## src/rtl/rom_region_loader.sv

```systemverilog
// rom_region_loader
//   Sequencer for the ROM download stream (clk_bram domain). The start of the
//   ioctl stream is a table of NUM_REGIONS header entries. Each entry holds a
//   type byte and a 24-bit big-endian length. The payload that follows is routed
//   region by region:
//     type 1 = block RAM : one-cycle bram_wr strobe, bram_cs = 1 << region index,
//                          bram_addr restarts at 0 for each region
//     type 2 = SDRAM     : level sdram_req held until sdram_ack, ioctl_wait
//                          stalls the source meanwhile, SDRAM regions pack
//                          contiguously from address 0
//     type 3 = skip      : bytes are discarded
//     other  = unused    : entry is passed over
//
//   Optional feature macro: REGION_CHECKSUM_EN
//     When it is defined, each header entry grows a fifth byte. That byte is the
//     expected 8-bit modular sum of the region payload, and a mismatch at region
//     end sets load_err. When it is undefined, entries are 4 bytes and no sum
//     logic is built.
//
// Ports
//   clk_bram        clock
//   reset           asynchronous, active-high reset
//   ioctl_download  high while a download is in progress
//   ioctl_wr        one-cycle byte strobe
//   ioctl_dout      download byte
//   ioctl_wait      stall request to the ioctl source
//   bram_wr         block-RAM write strobe
//   bram_addr       byte offset within the current region
//   bram_data       block-RAM write data
//   bram_cs         one-hot region select, valid with bram_wr
//   sdram_req       SDRAM write request (level)
//   sdram_addr      SDRAM byte address
//   sdram_data      SDRAM write data
//   sdram_ack       one-cycle SDRAM acknowledge
//   load_done       sticky; all regions loaded
//   load_err        sticky; early end of download, offset overflow or checksum fault
module rom_region_loader #(
  parameter int NUM_REGIONS = 8,
  parameter int SDRAM_AW    = 25
) (
  input  logic                   clk_bram,
  input  logic                   reset,
  input  logic                   ioctl_download,
  input  logic                   ioctl_wr,
  input  logic [7:0]             ioctl_dout,
  output logic                   ioctl_wait,
  output logic                   bram_wr,
  output logic [19:0]            bram_addr,
  output logic [7:0]             bram_data,
  output logic [NUM_REGIONS-1:0] bram_cs,
  output logic                   sdram_req,
  output logic [SDRAM_AW-1:0]    sdram_addr,
  output logic [7:0]             sdram_data,
  input  logic                   sdram_ack,
  output logic                   load_done,
  output logic                   load_err
);

`ifdef REGION_CHECKSUM_EN
  localparam int ENTRY_BYTES = 5;
`else
  localparam int ENTRY_BYTES = 4;
`endif
  // Wide enough to hold NUM_REGIONS itself, which is the "all regions done" value.
  localparam int IW = $clog2(NUM_REGIONS + 1);

  localparam logic [7:0] T_BRAM  = 8'd1;
  localparam logic [7:0] T_SDRAM = 8'd2;
  localparam logic [7:0] T_SKIP  = 8'd3;

  typedef enum logic [2:0] {
    IDLE, HEADER, SELECT, PAYLOAD, SDRAM_WAIT, DONE
  } state_t;

  state_t                state_reg, state_next;
  logic                  dl_prev_reg;
  logic [IW-1:0]         index_reg, index_next;
  logic [2:0]            hbyte_reg, hbyte_next;
  logic [23:0]           remaining_reg, remaining_next;
  // Bit 20 flags that the 20-bit block-RAM offset space is used up.
  logic [20:0]           offset_reg, offset_next;
  logic                  bram_wr_reg, bram_wr_next;
  logic [19:0]           bram_addr_reg, bram_addr_next;
  logic [7:0]            bram_data_reg, bram_data_next;
  logic [NUM_REGIONS-1:0] bram_cs_reg, bram_cs_next;
  logic                  sdram_req_reg, sdram_req_next;
  logic [SDRAM_AW-1:0]   sdram_addr_reg, sdram_addr_next;
  logic [7:0]            sdram_data_reg, sdram_data_next;
  logic                  done_reg, done_next;
  logic                  err_reg, err_next;
`ifdef REGION_CHECKSUM_EN
  logic [7:0]            sum_reg, sum_next;
  logic [7:0]            sum_new;
  logic [7:0]            cur_sum;
  logic [7:0]            sum_arr [NUM_REGIONS];
`endif

  // Header entry table, one register set per region.
  logic [7:0]  type_arr [NUM_REGIONS];
  logic [23:0] len_arr  [NUM_REGIONS];
  logic        hdr_we;

  genvar gi;
  generate
    for (gi = 0; gi < NUM_REGIONS; gi++) begin : g_entry
      logic [7:0]  etype;
      logic [23:0] elen;
      logic        sel;
      assign sel = hdr_we && (index_reg == IW'(gi));
      always_ff @(posedge clk_bram or posedge reset) begin
        if (reset) begin
          etype <= '0;
          elen  <= '0;
        end else if (sel) begin
          case (hbyte_reg)
            3'd0:    etype       <= ioctl_dout;
            3'd1:    elen[23:16] <= ioctl_dout;
            3'd2:    elen[15:8]  <= ioctl_dout;
            3'd3:    elen[7:0]   <= ioctl_dout;
            default: ;
          endcase
        end
      end
      assign type_arr[gi] = etype;
      assign len_arr[gi]  = elen;
`ifdef REGION_CHECKSUM_EN
      logic [7:0] esum;
      always_ff @(posedge clk_bram or posedge reset) begin
        if (reset) esum <= '0;
        else if (sel && hbyte_reg == 3'd4) esum <= ioctl_dout;
      end
      assign sum_arr[gi] = esum;
`endif
    end
  endgenerate

  // Entry selected by the current region index (all zero once index is past the table).
  logic [7:0]  cur_type;
  logic [23:0] cur_len;
  always_comb begin
    cur_type = '0;
    cur_len  = '0;
`ifdef REGION_CHECKSUM_EN
    cur_sum  = '0;
`endif
    for (int i = 0; i < NUM_REGIONS; i++) begin
      if (index_reg == IW'(i)) begin
        cur_type = type_arr[i];
        cur_len  = len_arr[i];
`ifdef REGION_CHECKSUM_EN
        cur_sum  = sum_arr[i];
`endif
      end
    end
  end

  logic dl_rise;
  logic busy;
  logic last_byte;
  logic cur_used;
  assign dl_rise  = ioctl_download & ~dl_prev_reg;
  assign busy     = state_reg inside {HEADER, SELECT, PAYLOAD, SDRAM_WAIT};
  assign cur_used = (cur_type == T_BRAM) || (cur_type == T_SDRAM) || (cur_type == T_SKIP);

  always_comb begin
    state_next      = state_reg;
    index_next      = index_reg;
    hbyte_next      = hbyte_reg;
    remaining_next  = remaining_reg;
    offset_next     = offset_reg;
    bram_wr_next    = 1'b0;
    bram_addr_next  = bram_addr_reg;
    bram_data_next  = bram_data_reg;
    bram_cs_next    = '0;
    sdram_req_next  = sdram_req_reg;
    sdram_addr_next = sdram_addr_reg;
    sdram_data_next = sdram_data_reg;
    done_next       = done_reg;
    err_next        = err_reg;
    hdr_we          = 1'b0;
    last_byte       = 1'b0;
`ifdef REGION_CHECKSUM_EN
    sum_next        = sum_reg;
    sum_new         = sum_reg + ioctl_dout;
`endif

    if (busy && !ioctl_download) begin
      // Download ended early: flag it and abandon any outstanding SDRAM write.
      err_next       = 1'b1;
      sdram_req_next = 1'b0;
      state_next     = IDLE;
    end else begin
      case (state_reg)
        IDLE: begin
          if (dl_rise) begin
            done_next       = 1'b0;
            err_next        = 1'b0;
            index_next      = '0;
            hbyte_next      = '0;
            sdram_addr_next = '0;
            state_next      = HEADER;
          end
        end

        HEADER: begin
          if (ioctl_wr) begin
            hdr_we = 1'b1;
            if (hbyte_reg == 3'(ENTRY_BYTES - 1)) begin
              hbyte_next = '0;
              if (index_reg == IW'(NUM_REGIONS - 1)) begin
                index_next = '0;
                state_next = SELECT;
              end else begin
                index_next = index_reg + IW'(1);
              end
            end else begin
              hbyte_next = hbyte_reg + 3'd1;
            end
          end
        end

        SELECT: begin
          if (index_reg == IW'(NUM_REGIONS)) begin
            done_next  = 1'b1;
            state_next = DONE;
          end else if (!cur_used || cur_len == 24'd0) begin
            index_next = index_reg + IW'(1);
          end else begin
            remaining_next = cur_len;
            offset_next    = '0;
`ifdef REGION_CHECKSUM_EN
            sum_next       = '0;
`endif
            state_next     = PAYLOAD;
          end
        end

        PAYLOAD: begin
          if (ioctl_wr) begin
            last_byte      = (remaining_reg == 24'd1);
            remaining_next = remaining_reg - 24'd1;
            if (!offset_reg[20]) offset_next = offset_reg + 21'd1;
            case (cur_type)
              T_BRAM: begin
                if (offset_reg[20]) begin
                  err_next = 1'b1;
                end else begin
                  bram_wr_next   = 1'b1;
                  bram_addr_next = offset_reg[19:0];
                  bram_data_next = ioctl_dout;
                  bram_cs_next   = NUM_REGIONS'(1) << index_reg;
                end
              end
              T_SDRAM: begin
                sdram_data_next = ioctl_dout;
                sdram_req_next  = 1'b1;
                state_next      = SDRAM_WAIT;
              end
              default: ;
            endcase
`ifdef REGION_CHECKSUM_EN
            sum_next = sum_new;
            if (last_byte && sum_new != cur_sum) err_next = 1'b1;
`endif
            // SDRAM regions leave from SDRAM_WAIT once the last byte is acknowledged.
            if (last_byte && cur_type != T_SDRAM) begin
              index_next = index_reg + IW'(1);
              state_next = SELECT;
            end
          end
        end

        SDRAM_WAIT: begin
          if (sdram_ack) begin
            sdram_req_next  = 1'b0;
            sdram_addr_next = sdram_addr_reg + SDRAM_AW'(1);
            if (remaining_reg == 24'd0) begin
              index_next = index_reg + IW'(1);
              state_next = SELECT;
            end else begin
              state_next = PAYLOAD;
            end
          end
        end

        DONE: begin
          if (!ioctl_download) state_next = IDLE;
        end

        default: state_next = IDLE;
      endcase
    end
  end

  always_ff @(posedge clk_bram or posedge reset) begin
    if (reset) begin
      state_reg      <= IDLE;
      dl_prev_reg    <= 1'b0;
      index_reg      <= '0;
      hbyte_reg      <= '0;
      remaining_reg  <= '0;
      offset_reg     <= '0;
      bram_wr_reg    <= 1'b0;
      bram_addr_reg  <= '0;
      bram_data_reg  <= '0;
      bram_cs_reg    <= '0;
      sdram_req_reg  <= 1'b0;
      sdram_addr_reg <= '0;
      sdram_data_reg <= '0;
      done_reg       <= 1'b0;
      err_reg        <= 1'b0;
`ifdef REGION_CHECKSUM_EN
      sum_reg        <= '0;
`endif
    end else begin
      state_reg      <= state_next;
      dl_prev_reg    <= ioctl_download;
      index_reg      <= index_next;
      hbyte_reg      <= hbyte_next;
      remaining_reg  <= remaining_next;
      offset_reg     <= offset_next;
      bram_wr_reg    <= bram_wr_next;
      bram_addr_reg  <= bram_addr_next;
      bram_data_reg  <= bram_data_next;
      bram_cs_reg    <= bram_cs_next;
      sdram_req_reg  <= sdram_req_next;
      sdram_addr_reg <= sdram_addr_next;
      sdram_data_reg <= sdram_data_next;
      done_reg       <= done_next;
      err_reg        <= err_next;
`ifdef REGION_CHECKSUM_EN
      sum_reg        <= sum_next;
`endif
    end
  end

  // The source is stalled while a region is being selected or an SDRAM write is pending.
  assign ioctl_wait = (state_reg == SELECT) | sdram_req_reg;
  assign bram_wr    = bram_wr_reg;
  assign bram_addr  = bram_addr_reg;
  assign bram_data  = bram_data_reg;
  assign bram_cs    = bram_cs_reg;
  assign sdram_req  = sdram_req_reg;
  assign sdram_addr = sdram_addr_reg;
  assign sdram_data = sdram_data_reg;
  assign load_done  = done_reg;
  assign load_err   = err_reg;

endmodule

```

## config.mk

```make
export PLATFORM = sky130hd
export DESIGN_NAME = rom_region_loader
export DESIGN_NICKNAME = d
export VERILOG_FILES = /design/src/rtl/rom_region_loader.sv
export SDC_FILE = /design/constraint.sdc
export NUM_CORES = 1
export LEC_CHECK = 0
export BUFFER_PORTS_ARGS = -buffer_cell sky130_fd_sc_hd__buf_2
export CORE_AREA = 2 2 189 191
export CTS_CLUSTER_SIZE = 40
export DETAILED_ROUTE_END_ITERATION = 8
export DIE_AREA = 0 0 191 193
export PLACE_DENSITY = 0.75
export SLEW_MARGIN = 20
export SYNTH_ARGS = -nofsm -noshare
export SYNTH_HDL_FRONTEND = slang
export SYNTH_SLANG_ARGS = --single-unit
export TNS_END_PERCENT = 50
```

## constraint.sdc

```tcl
create_clock -name clk_bram -period 19.4 [get_ports clk_bram]
set_clock_uncertainty 0.2 [all_clocks]
set_input_delay 0.97 -clock clk_bram [delete_from_list [all_inputs] [get_ports clk_bram]]
set_output_delay 0.97 -clock clk_bram [all_outputs]
set_load 0.05 [all_outputs]
```

==> metrics.csv, run 1 <==
stage;metric;value;unit
run_status;status;completed;
yosys;synth_flop_cell;dfrtp_1;
cells_and_area;final_cell_mix;dfrtp_1 (385), mux2_2 (274), nand2_1 (129), o21ai_0 (113), nor2_1 (111);
global_route;met3_usage;0.06480;
floorplan;placementRows;69;
power;p_sw;0.9822;mW
timing;setup-tns-final;0;ns
yosys;ys_async_sr_fraction;1.000;
yosys;syn_nets;1779;
clock_tree;clockRootBuffer;clkbuf_16;
yosys;netlist_top_cells_area;dfrtp_1 (51%), mux2_2 (16%), o21ai_0 (3.0%), nand2_1 (2.6%), a21oi_1 (2.3%);
clock_tree;cts_buffers;42;
power;netSwitchingFraction;0.3722;
yosys;ys_types;78;
power;power_density;124.9;nW/um2
worst_setup_path;critPathMaxFanout;74;
global_route;grt_pass1_vias;14950;
worst_setup_path;crit_path_start_kind;flop;
worst_setup_path;cp_slowest_stage_delay;0.58;ns
cells_and_area;areaGrowthSynthToFinish;11.61;%
yosys;synth_top_family_by_area;multiplexers;
clock_tree;ctsResizeCount;0;
power;p_leak;9.861;nW
global_route;grt-ovfl-total;0;
hold_path;hold_depth;2;
worst_setup_path;slowest_stage;buf_4;
route;via_per_inst;6.597;
power;vdd_drop_max;85.89;uV
global_route;use_met1;0.4068;
worst_setup_path;cp_cell_sequence;inv_1, ha_2, buf_4, nor2b_1, buf_4, a22oi_1, o221ai_1, a31oi_1, nor4b_1, nand4_1, o31ai_4, buf_4, a21oi_2, buf_4, o2bb2ai_1;
yosys;synth.top_cell.area_share;0.5087;
worst_setup_path;r2r.worst_path.cells;15;
yosys;synth_compound_area_frac;0.1490;
hold_path;hold_path.class;flop to flop;
power;p_seq_frac;0.375;
worst_setup_path;cp.arrival;5.42;ns
global_route;grt_pass1_wl;85.84;mm
yosys;synth_mux_area_frac;0.1640;
worst_setup_path;crit_top_cell;buf_4;
floorplan;die_width;191;um
cells_and_area;largest_register_ffs;192;
timing;period_needed;5.192;ns
power;intPower;1.657;mW
yosys;synth_area_per_cell;10.81;um2
global_route;busiest_layer;met2;
cells_and_area;fillers;2806;
clock_tree;htree_levels;2;
timing;finalSetupViolations;0;
worst_setup_path;crit_buf_inv;5;
floorplan;core;34960;um2
yosys;synth_area;18940;um2
global_route;grt_use_met2;0.4647;
route;vias;15060;
place;io_buffers;86;
power;comb_power_share;0.309;
yosys;ys_ff_latch;385;
worst_setup_path;crit_path_end_kind;flop;
route;antenna_left;0;
timing;slew_violations;0;
worst_setup_path;cpLargestDelayFamily;compound AO/OA/AOI/OAI gates;
timing;fmax;192.6;MHz
place;place_hpwl;35.68;mm
worst_setup_path;required;19.63;ns
floorplan;dieArea;36860;um2
cells_and_area;fin_util;0.6046;
flow_run;cap_violations;0;
worst_setup_path;path_class;flop to flop;
route;totalWireLength;54.79;mm
power;pwr-share-clk;0.316;
global_route;grt_max_degree;112;
clock_tree;clk_pin_slew;0.06;ns
yosys;ys_seq_area_frac;0.5087;
timing;hold_viol;0;
yosys;synthAdderAreaFrac;0.009248;
cells_and_area;final_common_cell;dfrtp_1;
yosys;synth_xor_xnor_area_share;0.009248;
timing;rsz0062_at_grt;no;
yosys;synth-edff-count;0;
global_route;track_usage;0.3002;
timing;period_share;0.2676;
route;drt_iter0_drc;1736;
route;drcViolationCount;0;
timing;max-slew-margin-rel;0.3159;
cells_and_area;final_nets;1816;
worst_setup_path;path_depth;15;
global_route;antenna_found_initial;0;
yosys;yosys.area_share.simple;0.1269;
floorplan;ios;87;
route;wl_per_cell;24.00;um
clock_tree;post_cts_buffers;0;
clock_tree;cts_tree;done;
place;place_congestion;0.9391;
cells_and_area;diodes;0;
floorplan;die_h;193;um
timing;worstMarginPinSlew;1.022;ns
clock_tree;clock_path_buffers;3;
clock_tree;cts_hold_buf;0;
yosys;yosys.area.top_type;dfrtp_1;
yosys;synthCells;1752;
clock_tree;worst_skew_pair.late_latency;0.55;ns
route;drt_first_pass_iters;6;
cells_and_area;drive_above_1_share;0.2623;
yosys;yosysWarnings;0;
floorplan;start_util;0.5417;
clock_tree;clock-sinks;385;
## routing by layer
metal  share of wire  routed length, um
met1            0.40              21890
met5               0                  0
met4           0.048               2621
met3           0.099               5426
met2            0.45              24860
## worst reg2reg max path, stage by stage, from the launching register on
cell and delay [ns]:
dfrtp_1 0.44, inv_1 0.11, ha_2 0.17, buf_4 0.58, nor2b_1 0.21, buf_4 0.26, a22oi_1 0.20, o221ai_1 0.17
a31oi_1 0.43, nor4b_1 0.40, nand4_1 0.29, o31ai_4 0.58, buf_4 0.44, a21oi_2 0.15, buf_4 0.26, o2bb2ai_1 0.18
## metrics by stage
step	cell area, um2	cells	power, mW	setup WS [ns]	hold slack (ns)
global route	21140	2283	2.748	14.01	0.3084
global placement	19690	2206	1.769	14.48	0.2573
CTS	21130	2283	2.618	14.38	0.2783
finish	21140	2283	2.639	14.21	0.2729
floorplan	18940	1752	1.550	7.531	0.2716
detailed placement	19690	2206	1.786	14.38	0.2657
## power by group through the flow
stage	clock network [mW]	logic, mW	registers [mW]
2_1_floorplan	0	0.542	1.01
3_3_place_gp	0	0.774	0.995
3_5_place_dp	0	0.787	0.998
4_1_cts	0.842	0.790	0.985
5_1_grt	0.879	0.867	1.00
6_report	0.835	0.815	0.990
## cell usage after synthesis, types with 7 or more instances
cell type and count:
buf_2 15, o211ai_1 7, or4_1 8, a21oi_1 86, o2bb2ai_1 13, o221ai_1 9, a211oi_1 14, buf_1 10
o21a_1 7, a31oi_1 11, o21ai_0 113, nand3_1 46, and3_1 11, ha_1 14, a22o_1 7, or3_1 24
a221oi_1 26, nor3_1 31, nand2_1 129, inv_1 34, dfrtp_1 385, o22ai_1 25, a2bb2oi_1 26, o31ai_1 10
nand2b_1 20, nor2b_1 24, xor2_1 14, nor4_1 12, mux2_2 274, nor2_1 113, nand4_1 16, a32o_1 7
clkbuf_1 92
## path summary, 6_finish.rpt
path | start | to | slack [ns]
max in group asynchronous | reset | g_entry[1].etype[0] | 16.35
min reg2reg | bram_addr[4] | bram_addr[4] | 0.27
max reg2reg | index_reg[1] | remaining_reg[0] | 14.21
min in group asynchronous | reset | sdram_data[6] | 0.36
min | bram_addr[4] | bram_addr[4] | 0.27
max | index_reg[1] | remaining_reg[0] | 14.21
## cell type report
type	instances	area, um2	share of cell area
inverter	36	142.6	0.006748
tap	461	576.8	0.02729
clock inverter	15	210.2	0.009944
clock buffer	62	1227	0.05806
sequential	385	9634	0.4558
timing repair buffer	113	636.9	0.03013
multi-input combinational	1211	8711	0.4121
## logic make-up after synthesis
group | count (synthesis)
AND/OR/NAND/NOR | 480
buffers and inverters | 156
XOR/XNOR | 20
adder cells (fa/ha/maj) | 14
AO/OA/AOI/OAI | 421
flip-flops | 385
multiplexers | 276
Power figures use the tool's default switching activity.
==> run 2: changes to the inputs <==
- PLACE_DENSITY: 0.75 -> 0.78
- clock period: 19.4 -> 4.4 ns (I/O delays scaled with it)
==> metrics.csv, run 2 (synthesis results as in run 1) <==
stage;metric;value;unit
cells_and_area;drive_above_1_share;0.2848;
floorplan;die_width;191;um
cells_and_area;areaGrowthSynthToFinish;14.12;%
timing;setup-tns-final;0;ns
clock_tree;worst_skew_pair.late_latency;0.54;ns
clock_tree;clk_pin_slew;0.06;ns
timing;hold_viol;0;
cells_and_area;final_cell_mix;dfrtp_1 (385), mux2_2 (274), nand2_1 (129), o21ai_0 (113), nor2_1 (112);
clock_tree;clockRootBuffer;clkbuf_16;
global_route;antenna_found_initial;0;
route;wl_per_cell;22.67;um
place;dp.cells;2249;
timing;worstMarginPinSlew;0.9394;ns
worst_setup_path;crit_path_end_kind;flop;
worst_setup_path;path_class;flop to flop;
global_route;grt_pass1_vias;14730;
worst_setup_path;rrSetupSlack;0.17;ns
global_route;grt_use_met2;0.4610;
timing;finalSetupViolations;0;
place;io_buffers;86;
clock_tree;clock_path_buffers;3;
cells_and_area;final_cell_count_no_fill;2329;
floorplan;die_h;193;um
floorplan;dieArea;36860;um2
power;power_density;546.1;nW/um2
global_route;use_met1;0.3882;
cells_and_area;fillers;2734;
global_route;busiest_layer;met2;
place;place_area;20110;um2
hold_path;hold_path.class;primary input to async pin;
cells_and_area;final_common_cell;dfrtp_1;
route;vias;15030;
worst_setup_path;crit_path_start_kind;flop;
place;place_hpwl;35.09;mm
clock_tree;htree_levels;2;
worst_setup_path;critPathMaxFanout;23;
route;drt_first_pass_iters;5;
floorplan;ios;87;
route;drt_iter0_drc;1516;
route;totalWireLength;52.79;mm
run_status;status;completed;
global_route;grt_max_degree;105;
power;report.power.total;11.80;mW
global_route;grt-ovfl-total;0;
timing;period_share;0.9610;
cells_and_area;diodes;0;
floorplan;placementRows;69;
timing;slew_violations;0;
clock_tree;cts_tree;done;
cells_and_area;final_nets;1862;
global_route;track_usage;0.2875;
global_route;grt_pass1_wl;83.06;mm
timing;max-slew-margin-rel;0.3724;
power;p_leak;10.14;nW
route;via_per_inst;6.453;
place;place_congestion;0.9519;
floorplan;core;34960;um2
flow_run;cap_violations;0;
cells_and_area;largest_register_ffs;192;
clock_tree;post_cts_buffers;0;
worst_setup_path;r2r.worst_path.cells;13;
timing;fmax;236.5;MHz
route;antenna_left;0;
route;drcViolationCount;0;
worst_setup_path;cp.arrival;4.43;ns
timing;period_needed;4.228;ns
clock_tree;clock-sinks;385;
power;vdd_drop_max;361.0;uV
floorplan;start_util;0.5417;
worst_setup_path;required;4.60;ns
cells_and_area;final_area;21620;um2
global_route;met3_usage;0.05032;
clock_tree;cts_buffers;41;
cells_and_area;fin_util;0.6182;
==> run 2: cell types whose count changed in the layout (fill, tap and decap cells not counted), sizes merged, moves of 4 or more <==
cell	change
buf	+43
clkbuf	-9
clkinv	+4
clkinvlp	+4
dlygate4sd3	+4
==> run 2: cell type report <==
type                            count  area [um2]  share of cell area
Timing Repair Buffer              160        1100             0.05088
Inverter                           36       138.9            0.006425
Clock buffer                       53        1204             0.05568
Tap cell                          461       576.8             0.02668
Multi-Input combinational cell   1211        8720              0.4034
Sequential cell                   385        9634              0.4457
Clock inverter                     23       242.7             0.01123
==> run 2: what timing repair did <==
action,in CTS,in global routing
setup endpoints to repair,0,47
hold buffers,4,0
gates resized for setup,0,5
hold endpoints to repair,291,0
==> run 2: per-stage QoR <==
step | worst slack, ns | hold WS (ns)
after floorplan | -1.196 | 0.05143
after global placement | 0.2351 | 0.03242
after detailed placement | 0.1725 | 0.03793
after CTS | 0.1370 | 0.02103
after global routing | -0.002130 | 0.05647
final | 0.1715 | 0.02336
==> run 2: power breakdown <==
group / internal, mW / switching [mW]
clock network: 2.18 / 1.46
registers: 3.94 / 0.419
logic: 1.30 / 2.50
total: 7.42 / 4.38
==> run 2: final timing paths <==
check | from | to
max in group asynchronous | reset | g_entry[1].elen[2]
min | reset | g_entry[7].elen[14]
min reg2reg | bram_addr[17] | bram_addr[17]
max reg2reg | index_reg[0] | index_reg[0]
min in group clk_bram | ioctl_wr | offset_reg[1]
max | index_reg[0] | index_reg[0]
==> run 2: per-layer routing <==
layer,vias up,wire [um]
met5,-,0
met4,0,2287
met3,168,3963
met2,687,24680
met1,7560,21870
li1,6614,-
==> run 2: worst max-delay path, stage by stage, from the launching register on <==
cell and delay [ns]:
dfrtp_1 0.44, ha_1 0.47, buf_4 0.27, nand3b_1 0.32, buf_4 0.28, o22a_1 0.23
o31a_1 0.18, o21bai_1 0.19, nor4_1 0.24, nand4_1 0.27, o31ai_4 0.29, buf_4 0.32
o211ai_1 0.21, o2bb2ai_1 0.19
==> run 3: changes to the inputs <==
- ABC_CLOCK_PERIOD_IN_PS: default -> 4400
- PLACE_DENSITY: 0.78 -> 0.75
==> metrics.csv, run 3 (synthesis results as in run 1) <==
stage;metric;value;unit
place;place_hpwl;36.12;mm
worst_setup_path;cp_slowest_stage_delay;0.48;ns
run_status;status;completed;
worst_setup_path;crit_path_end_kind;flop;
floorplan;core;34960;um2
timing;worst_slack;0.1247;ns
floorplan;dieArea;36860;um2
worst_setup_path;slowest_stage;a221oi_1;
place;place_ws;0.2000;ns
global_route;grt_pass1_vias;14820;
place;place_area;20140;um2
global_route;track_usage;0.3000;
cells_and_area;drive_above_1_share;0.2777;
floorplan;start_util;0.5417;
worst_setup_path;required;4.63;ns
cells_and_area;final_area;21570;um2
clock_tree;post_cts_buffers;0;
global_route;grt_max_degree;127;
route;totalWireLength;54.58;mm
timing;hold_viol;0;
timing;finalSetupViolations;0;
cells_and_area;final_common_cell;dfrtp_1;
clock_tree;clock_path_buffers;3;
global_route;antenna_found_initial;0;
cells_and_area;final_cell_mix;dfrtp_1 (385), mux2_2 (274), nand2_1 (129), nor2_1 (112), o21ai_0 (112);
power;intPower;7.388;mW
cells_and_area;largest_register_ffs;192;
clock_tree;clock-sinks;385;
power;vdd_drop_max;402.8;uV
place;io_buffers;86;
clock_tree;clk_pin_slew;0.06;ns
global_route;grt_pass1_wl;85.77;mm
floorplan;die_h;193;um
route;vias;15140;
clock_tree;cts_tree;done;
route;drt_first_pass_iters;7;
timing;period_share;0.9716;
worst_setup_path;critPathMaxFanout;19;
cells_and_area;areaGrowthSynthToFinish;13.88;%
power;p_seq_frac;0.372;
power;p_leak;10.10;nW
floorplan;die_width;191;um
worst_setup_path;r2r-start;index_reg[0];
clock_tree;clockRootBuffer;clkbuf_16;
route;via_per_inst;6.503;
place;place_congestion;0.9711;
route;antenna_left;0;
power;power_density;547.7;nW/um2
timing;slew_violations;0;
hold_path;hold_path.class;primary input to flop;
hold_path;min_from;ioctl_wr;
worst_setup_path;cpLargestDelayFamily;compound AO/OA/AOI/OAI gates;
timing;period_needed;4.275;ns
floorplan;ios;87;
power;pwr-share-clk;0.297;
power;report.power.total;11.81;mW
worst_setup_path;cp.arrival;4.50;ns
worst_setup_path;cp_cell_sequence;inv_1, ha_1, nor2b_1, buf_4, a22o_1, a221oi_1, o21ai_0, nor4b_1, nand4_1, o31ai_4, buf_12, a21oi_2, mux2_1;
worst_setup_path;path_class;flop to flop;
timing;fmax;233.9;MHz
worst_setup_path;crit_buf_inv;3;
clock_tree;cts_buffers;40;
power;p_sw;4.426;mW
cells_and_area;final_nets;1862;
clock_tree;worst_skew_pair.late_latency;0.55;ns
route;drt_iter0_drc;1685;
flow_run;cap_violations;0;
timing;whs;0.06046;ns
worst_setup_path;crit_path_start_kind;flop;
global_route;grt-ovfl-total;0;
timing;max-slew-margin-rel;0.3469;
power;comb_power_share;0.331;
route;wl_per_cell;23.44;um
power;netSwitchingFraction;0.3746;
clock_tree;htree_levels;2;
route;drcViolationCount;0;
timing;worstMarginPinSlew;0.9760;ns
floorplan;placementRows;69;
worst_setup_path;cp-startpoint;index_reg[0];
## run 3: metal layers
metal | vias up | share of wire | global-route usage
li1 | 6592 | - | -
met1 | 7563 | 0.42 | 0.4104
met2 | 804 | 0.46 | 0.4732
met3 | 180 | 0.081 | 0.05068
met4 | 0 | 0.044 | 0.1330
met5 | - | 0 | 0
## run 3: path summary, 6_finish.rpt
check | cells past startpoint | slack (ns) | to
max | 13 | 0.12 | state_reg[1]
min | 5 | 0.06 | offset_reg[1]
max reg2reg | 13 | 0.12 | state_reg[1]
min reg2reg | 2 | 0.27 | bram_data[7]
max in group asynchronous | 4 | 2.86 | g_entry[1].elen[2]
min in group asynchronous | 3 | 0.08 | g_entry[6].elen[5]
## run 3: worst min-delay path: cells and delay by family
family,cells,cell delay [ns]
buf+inv,1,0.15
simple gates,4,0.40
## run 3: metrics by stage
step / utilization / std cells / TNS [ns]
6_report: 0.6169 / 2328 / 0
5_1_grt: 0.6167 / 2326 / -0.01740
4_1_cts: 0.6165 / 2326 / 0
3_5_place_dp: 0.5761 / 2250 / 0
3_3_place_gp: 0.5761 / 2250 / 0
2_1_floorplan: - / 1752 / -460.44
## run 3: final cells by class
class                      instances  area, um2
antenna                            2      5.005
clock buffer                      60       1219
clock inverter                    12      155.1
fill                            2788      13400
inverter                          36      138.9
multi-input combinational       1211       8712
sequential                       385       9634
tap                              461      576.8
timing repair buffer             161       1129
## run 3: timing repair
action,CTS,global route
endpoints found under the setup margin,0,5
gates resized for setup,0,2
hold endpoints to repair,21,0
hold buffers,4,0
## run 3: power groups by stage
| stage | Sequential (mW) | Combinational [mW] | Clock (mW) |
|---|---|---|---|
| detailed placement | 4.43 | 3.75 | 0 |
| CTS | 4.37 | 3.78 | 3.56 |
| floorplan | 4.44 | 2.39 | 0 |
| finish | 4.39 | 3.91 | 3.51 |
| global route | 4.44 | 4.13 | 3.71 |
| global placement | 4.40 | 3.69 | 0 |
